File: src/rtl/pc_unit.sv
// rtl/pc_unit.sv - program counter with stall, redirect, trap vectoring and halt/resume control
module pc_unit #(
    parameter int unsigned      WIDTH        = 32,
    parameter logic [WIDTH-1:0] RESET_VECTOR = '0,
    parameter logic [31:0]      TRAP_VECTOR  = 32'h0000_0100,
    parameter int unsigned      STEP         = 4,
    parameter int unsigned      CNT_WIDTH    = 32
) (
    input  logic                 clk,
    input  logic                 rst,
    input  logic                 stall,
    input  logic                 redirect_valid,
    input  logic [WIDTH-1:0]     redirect_target,
    input  logic                 trap,
    input  logic                 halt_req,
    input  logic                 resume,
    output logic [WIDTH-1:0]     out_pc,
    output logic [WIDTH-1:0]     out_pc_plus,
    output logic [WIDTH-1:0]     epc,
    output logic                 misalign,
    output logic                 halted,
    output logic [CNT_WIDTH-1:0] fetch_count
);

    localparam logic [WIDTH-1:0] TRAP_PC    = WIDTH'(TRAP_VECTOR);
    localparam logic [WIDTH-1:0] STEP_W     = WIDTH'(STEP);
    localparam int unsigned      ALIGN_BITS = $clog2(STEP);

    typedef enum logic {RUN, HALTED} state_t;

    state_t               state, state_next;
    logic [WIDTH-1:0]     pc_next, epc_next;
    logic                 misalign_next;
    logic [CNT_WIDTH-1:0] count_next;
    logic                 target_misaligned;

    assign out_pc_plus       = out_pc + STEP_W;
    assign target_misaligned = |redirect_target[ALIGN_BITS-1:0];
    assign halted            = (state == HALTED);

    always_ff @(posedge clk or posedge rst) begin
        if (rst) begin
            state       <= RUN;
            out_pc      <= RESET_VECTOR;
            epc         <= '0;
            misalign    <= 1'b0;
            fetch_count <= '0;
        end else begin
            state       <= state_next;
            out_pc      <= pc_next;
            epc         <= epc_next;
            misalign    <= misalign_next;
            fetch_count <= count_next;
        end
    end

    // halt_req does not suppress the PC update of its own cycle; halt takes effect from the next edge
    always_comb begin
        state_next    = state;
        pc_next       = out_pc;
        epc_next      = epc;
        misalign_next = 1'b0;
        count_next    = fetch_count;
        case (state)
            RUN: begin
                if (trap) begin
                    pc_next  = TRAP_PC;
                    epc_next = out_pc;
                end else if (redirect_valid && !target_misaligned) begin
                    pc_next = redirect_target;
                end else if (redirect_valid) begin
                    pc_next       = TRAP_PC;
                    epc_next      = redirect_target;
                    misalign_next = 1'b1;
                end else if (!stall) begin
                    pc_next    = out_pc_plus;
                    count_next = fetch_count + CNT_WIDTH'(1);
                end
                if (halt_req) begin
                    state_next = HALTED;
                end
            end
            HALTED: begin
                if (resume) begin
                    state_next = RUN;
                end
            end
            default: state_next = RUN;
        endcase
    end

endmodule

File: config.mk
export PLATFORM = sky130hd
export DESIGN_NAME = pc_unit
export DESIGN_NICKNAME = d
export VERILOG_FILES = /design/src/rtl/pc_unit.sv
export SDC_FILE = /design/constraint.sdc
export NUM_CORES = 1
export LEC_CHECK = 0
export CAP_MARGIN = 0
export CORE_ASPECT_RATIO = 0.9
export CORE_MARGIN = 3
export CORE_UTILIZATION = 40
export CTS_BUF_LIST = sky130_fd_sc_hd__clkbuf_16
export CTS_CLUSTER_DIAMETER = 80
export DETAILED_ROUTE_END_ITERATION = 16
export GPL_ROUTABILITY_DRIVEN = 1
export PLACE_DENSITY = 0.71
export SLEW_MARGIN = 20
export SYNTH_ARGS = -nofsm -noshare
export SYNTH_HDL_FRONTEND = slang
export SYNTH_SLANG_ARGS = --single-unit
File: constraint.sdc
create_clock -name clk -period 6.3 [get_ports clk]
set_input_delay 0.945 -clock clk [delete_from_list [all_inputs] [get_ports clk]]
set_output_delay 0.945 -clock clk [all_outputs]
set_load 0.02 [all_outputs]
== After elaboration in Yosys (flattened, before gate mapping) ==
Index checks and enable logic that the tools add are counted.
Operators by class
  reductions and logical operators: 7
  eq/ne operators: 2
  mux-type cells: 14
  bitwise logic cells: 5
  $add $sub $neg: 2
Operators with widths (count)
  $mux 32: 7
  $add 32x1->32 const B: 1
  $add 32x3->32 const B: 1
  $mux 1: 6
  $not 1->1: 5
  $reduce_and 5->1: 1
  $ne 4x1->1 const B: 1
  $reduce_and 3->1: 1
  $ne 2x2->1 const B: 1
  $pmux 1 s2: 1
  $reduce_and 2->1: 1
  $reduce_bool 2->1: 1
  $reduce_or 2->1: 1
  $logic_and 1x1->1: 1
  $logic_not 1->1: 1
Storage, ports and cells
  output and inout bits: 130
  register bits: 98
  word-level logic and storage cells: 35

== Logic depth before layout (Yosys ltp) ==
  word-level depth: 6
  mapped depth: 8
  depth with buffers taken out: 6

== Worst setup path after synthesis ==
No wires, ideal clock.
  path type: register to output
  start point: register out_pc[2]
  end point: output port out_pc_plus[28]
  arrival: 2174 ps
  path slack: 3181 ps
  buffers on the path: 0
  stages on the path, launching flop included: 6
  cell sequence: dfrtp_1 ha_1 nand4_1 nor4_2 nand4_1 xnor2_1
On the way
  cells in the longest elaborated chain, start to end: 1
RTL lines
  from (decl): RTL line 17  | output logic [WIDTH-1:0] out_pc,
  from (signal assigned): RTL line 50  | out_pc <= pc_next;
  $add 32x3->32: RTL line 37  | assign out_pc_plus = out_pc + STEP_W;
  to (decl): RTL line 18  | output logic [WIDTH-1:0] out_pc_plus,
No other way between the ends.

== Final worst setup path ==
  start point: register out_pc[2]
  end point: output port out_pc_plus[22]
The elaborated chain is that of the path after synthesis.

==> flow_summary.yaml <==
finish:
  nFillCells: 1080
  final_nets: 715
  diodes: 0
  drive_above_1_share: 0.0516
  postLayoutCellArea_mm2: 0.00721
  stdcell_count: 838
  synthToLayoutAreaGrowth_pct: 40.1
  post-route-util: 0.586
logic_synthesis:
  ys_seq_elements: 98
  netlist_area_mm2: 0.00515
  synthCells: 519
  syn_nets: 560
  synth_edf_count: 0
  ys_async_sr_fraction: 1.00
  yosys_warnings: 0
  synth-seq-area-share: 0.476
  syn_avg_cell_area_um2: 9.92
  synth_cell_types: 53
  synthFlopType: "dfrtp_1"
routing:
  drtIter0Drc: 435
  wl_per_cell_um: 18.4
  via_per_inst: 5.53
  antenna_left: 0
  remaining_drc_errors: 0
  vias: 4633
  first_pass_iters: 5
  routed_wl_mm: 15.4
setup_path:
  critPathMaxFanout: 9
  crit_type: "flop to primary output"
  cp.required_ns: 5.35
  reg2reg_slack_ns: 3.65
  startpoint_type: "flop"
  cp.arrival_ns: 3.41
  endpoint_kind: "primary output"
sta:
  post-route-min-period_ns: 4.35
  skew_ns: 0.00588
  finalSetupViolations: 0
  finalHoldViolations: 0
  rsz0062_at_grt: "no"
  fin_crit_sh: 0.691
  relSlewSlack: 0.425
  tns_ns: 0
  fmax_mhz: 230
  drv_slew: 0
  tightest_slew_ns: 0.863
floorplanning:
  core_area_mm2: 0.0123
  die_x_um: 126
  pin_count: 169
  die_height_um: 114
  initial_core_util: 0.418
  dieArea_mm2: 0.0143
  core.rowCount: 38
power:
  swShare: 0.313
  clockPowerShare: 0.294
  power_density_mw_per_mm2: 232
  power.switching_mw: 0.523
  comb_power_share: 0.255
  p_leak_nw: 3.09
  seqPwrFrac: 0.451
  internal_power_mw: 1.15
  ir_drop_mv: 0.159
global_routing:
  grt_pass1_wl_mm: 24.9
  grt_usage: 0.218
  grt_start_max_net_pins: 62
  grt.overflow.total: 0
  grt_pass1_vias: 4537
  antenna_found_initial: 0
clocking:
  insertion_delay_ns: 0.35
  ctsHoldBuffers: 0
  cts_tree: "yes"
  root_buffer: "clkbuf_16"
  clk_pin_slew_ns: 0.06
  clockBufferDepth: 2
  htree_levels: 3
  cts.sinks: 98
  post-cts-setup-buffers: 0
  cts_buffers: 9
  cts_resized: 0
placement:
  dpl-instance-area_mm2: 0.00696
  dp.cells: 823
  post-dp-hpwl_mm: 10.9
  io_buffer_count: 168
  gp_congestion: 0.850
run:
  cap_violations: 0
hold_path:
  hp-class: "flop to flop"
run_status:
  outcome: "completed"
[sequential cells by signal (all words and copies together), names as in the netlist]
register     count
epc             32
fetch_count     32
halted           1
misalign         1
out_pc          32
[cells by family (layout without fill, tap and decap cells)]
group / count (synthesis) / in the layout / share of synthesized area
flip-flops: 98 / 98 / 0.476
AND/OR/NAND/NOR: 176 / 176 / 0.182
adder cells (fa/ha/maj): 2 / 2 / 0.00486
AO/OA/AOI/OAI: 112 / 112 / 0.137
multiplexers: 33 / 33 / 0.0642
XOR/XNOR: 59 / 59 / 0.102
buffers and inverters: 39 / 198 / 0.0338
[cells in the mapped netlist (3+ instances only)]
cell	n	area share
a21o_1	9	0.013
a21oi_1	40	0.039
a22o_1	8	0.014
a22oi_1	6	0.0087
a31oi_1	4	0.0049
and3_1	8	0.0097
and4_1	8	0.014
buf_2	5	0.0049
buf_4	3	0.0044
clkbuf_1	18	0.013
dfrtp_1	98	0.48
inv_1	7	0.0051
mux2i_1	33	0.064
nand2_1	44	0.032
nand3_1	21	0.020
nand4_1	11	0.013
nor2_1	49	0.036
nor3_1	11	0.011
nor4_1	5	0.0061
o21ai_0	25	0.024
o311ai_0	6	0.010
xnor2_1	40	0.068
xor2_1	18	0.031
[per-layer routing]
layer  track usage  wire (um)  vias up
met5             0          0        -
met4        0.0636        251        0
li1              -          -     2163
met1         0.289       6750     2300
met3        0.0632        998       20
met2         0.351       7400      150
[layout make-up]
type                    count  area (um2)  area share
clock buffers               9         225      0.0312
inverters                   8        32.5     0.00451
flip-flops and latches     98        2450       0.340
multi-input cells         382        2540       0.353
clock inverters             6        27.5     0.00382
well taps                 160         200      0.0278
repair buffers            175        1730       0.240
[critical path: stages (launching register included)]
cell and delay [ns]:
dfrtp_1 0.48, ha_1 0.25, nand4_1 0.37, nor4_2 0.86
nand4_1 0.20, xnor2_1 0.22, clkdlybuf4s50_1 0.67
[metrics by stage]
stage                     power (mW)  hold WS, ns  setup slack [ns]
final                           1.67        0.492              1.95
after global routing            1.75        0.507              1.73
after CTS                       1.69        0.492              1.91
after detailed placement        1.19        0.483              2.29
after global placement          1.18        0.478              2.39
after floorplan                0.968        0.589              2.79
[power groups by stage]
stage	combinational, mW	sequential, mW	clock, mW
after floorplan	0.143	0.825	0
after global placement	0.424	0.760	0
after detailed placement	0.429	0.764	0
after CTS	0.431	0.754	0.508
after global routing	0.456	0.765	0.530
final	0.426	0.754	0.492
[path summary, 6_finish.rpt]
kind                            startpoint              end  cells after the start
min                        fetch_count[21]  fetch_count[21]                      1
max                              out_pc[2]  out_pc_plus[22]                      6
max in group asynchronous              rst          epc[13]                      3
min in group asynchronous              rst       out_pc[24]                      2
min reg2reg                fetch_count[21]  fetch_count[21]                      1
max reg2reg                      out_pc[2]       out_pc[24]                      6
[cells in the final DEF (no fill, tap or decap), types with 3 or more instances in the layout]
| cell | instances |
|---|---|
| a21oi_1 | 39 |
| nand4_1 | 11 |
| a22o_1 | 8 |
| xor2_1 | 18 |
| nor3_1 | 10 |
| and4_1 | 8 |
| a21o_1 | 9 |
| inv_1 | 8 |
| nor4_1 | 4 |
| nor4_2 | 3 |
| mux2i_1 | 33 |
| a31oi_1 | 4 |
| xnor2_1 | 40 |
| a22oi_1 | 6 |
| nor2_1 | 49 |
| dfrtp_1 | 98 |
| o21ai_0 | 25 |
| nand3_1 | 21 |
| nand2_1 | 44 |
| clkinv_1 | 3 |
| buf_4 | 7 |
| o311ai_0 | 6 |
| clkdlybuf4s50_1 | 167 |
| and3_1 | 8 |
| clkbuf_16 | 9 |
Note: power is estimated with default switching activity, not from simulation.
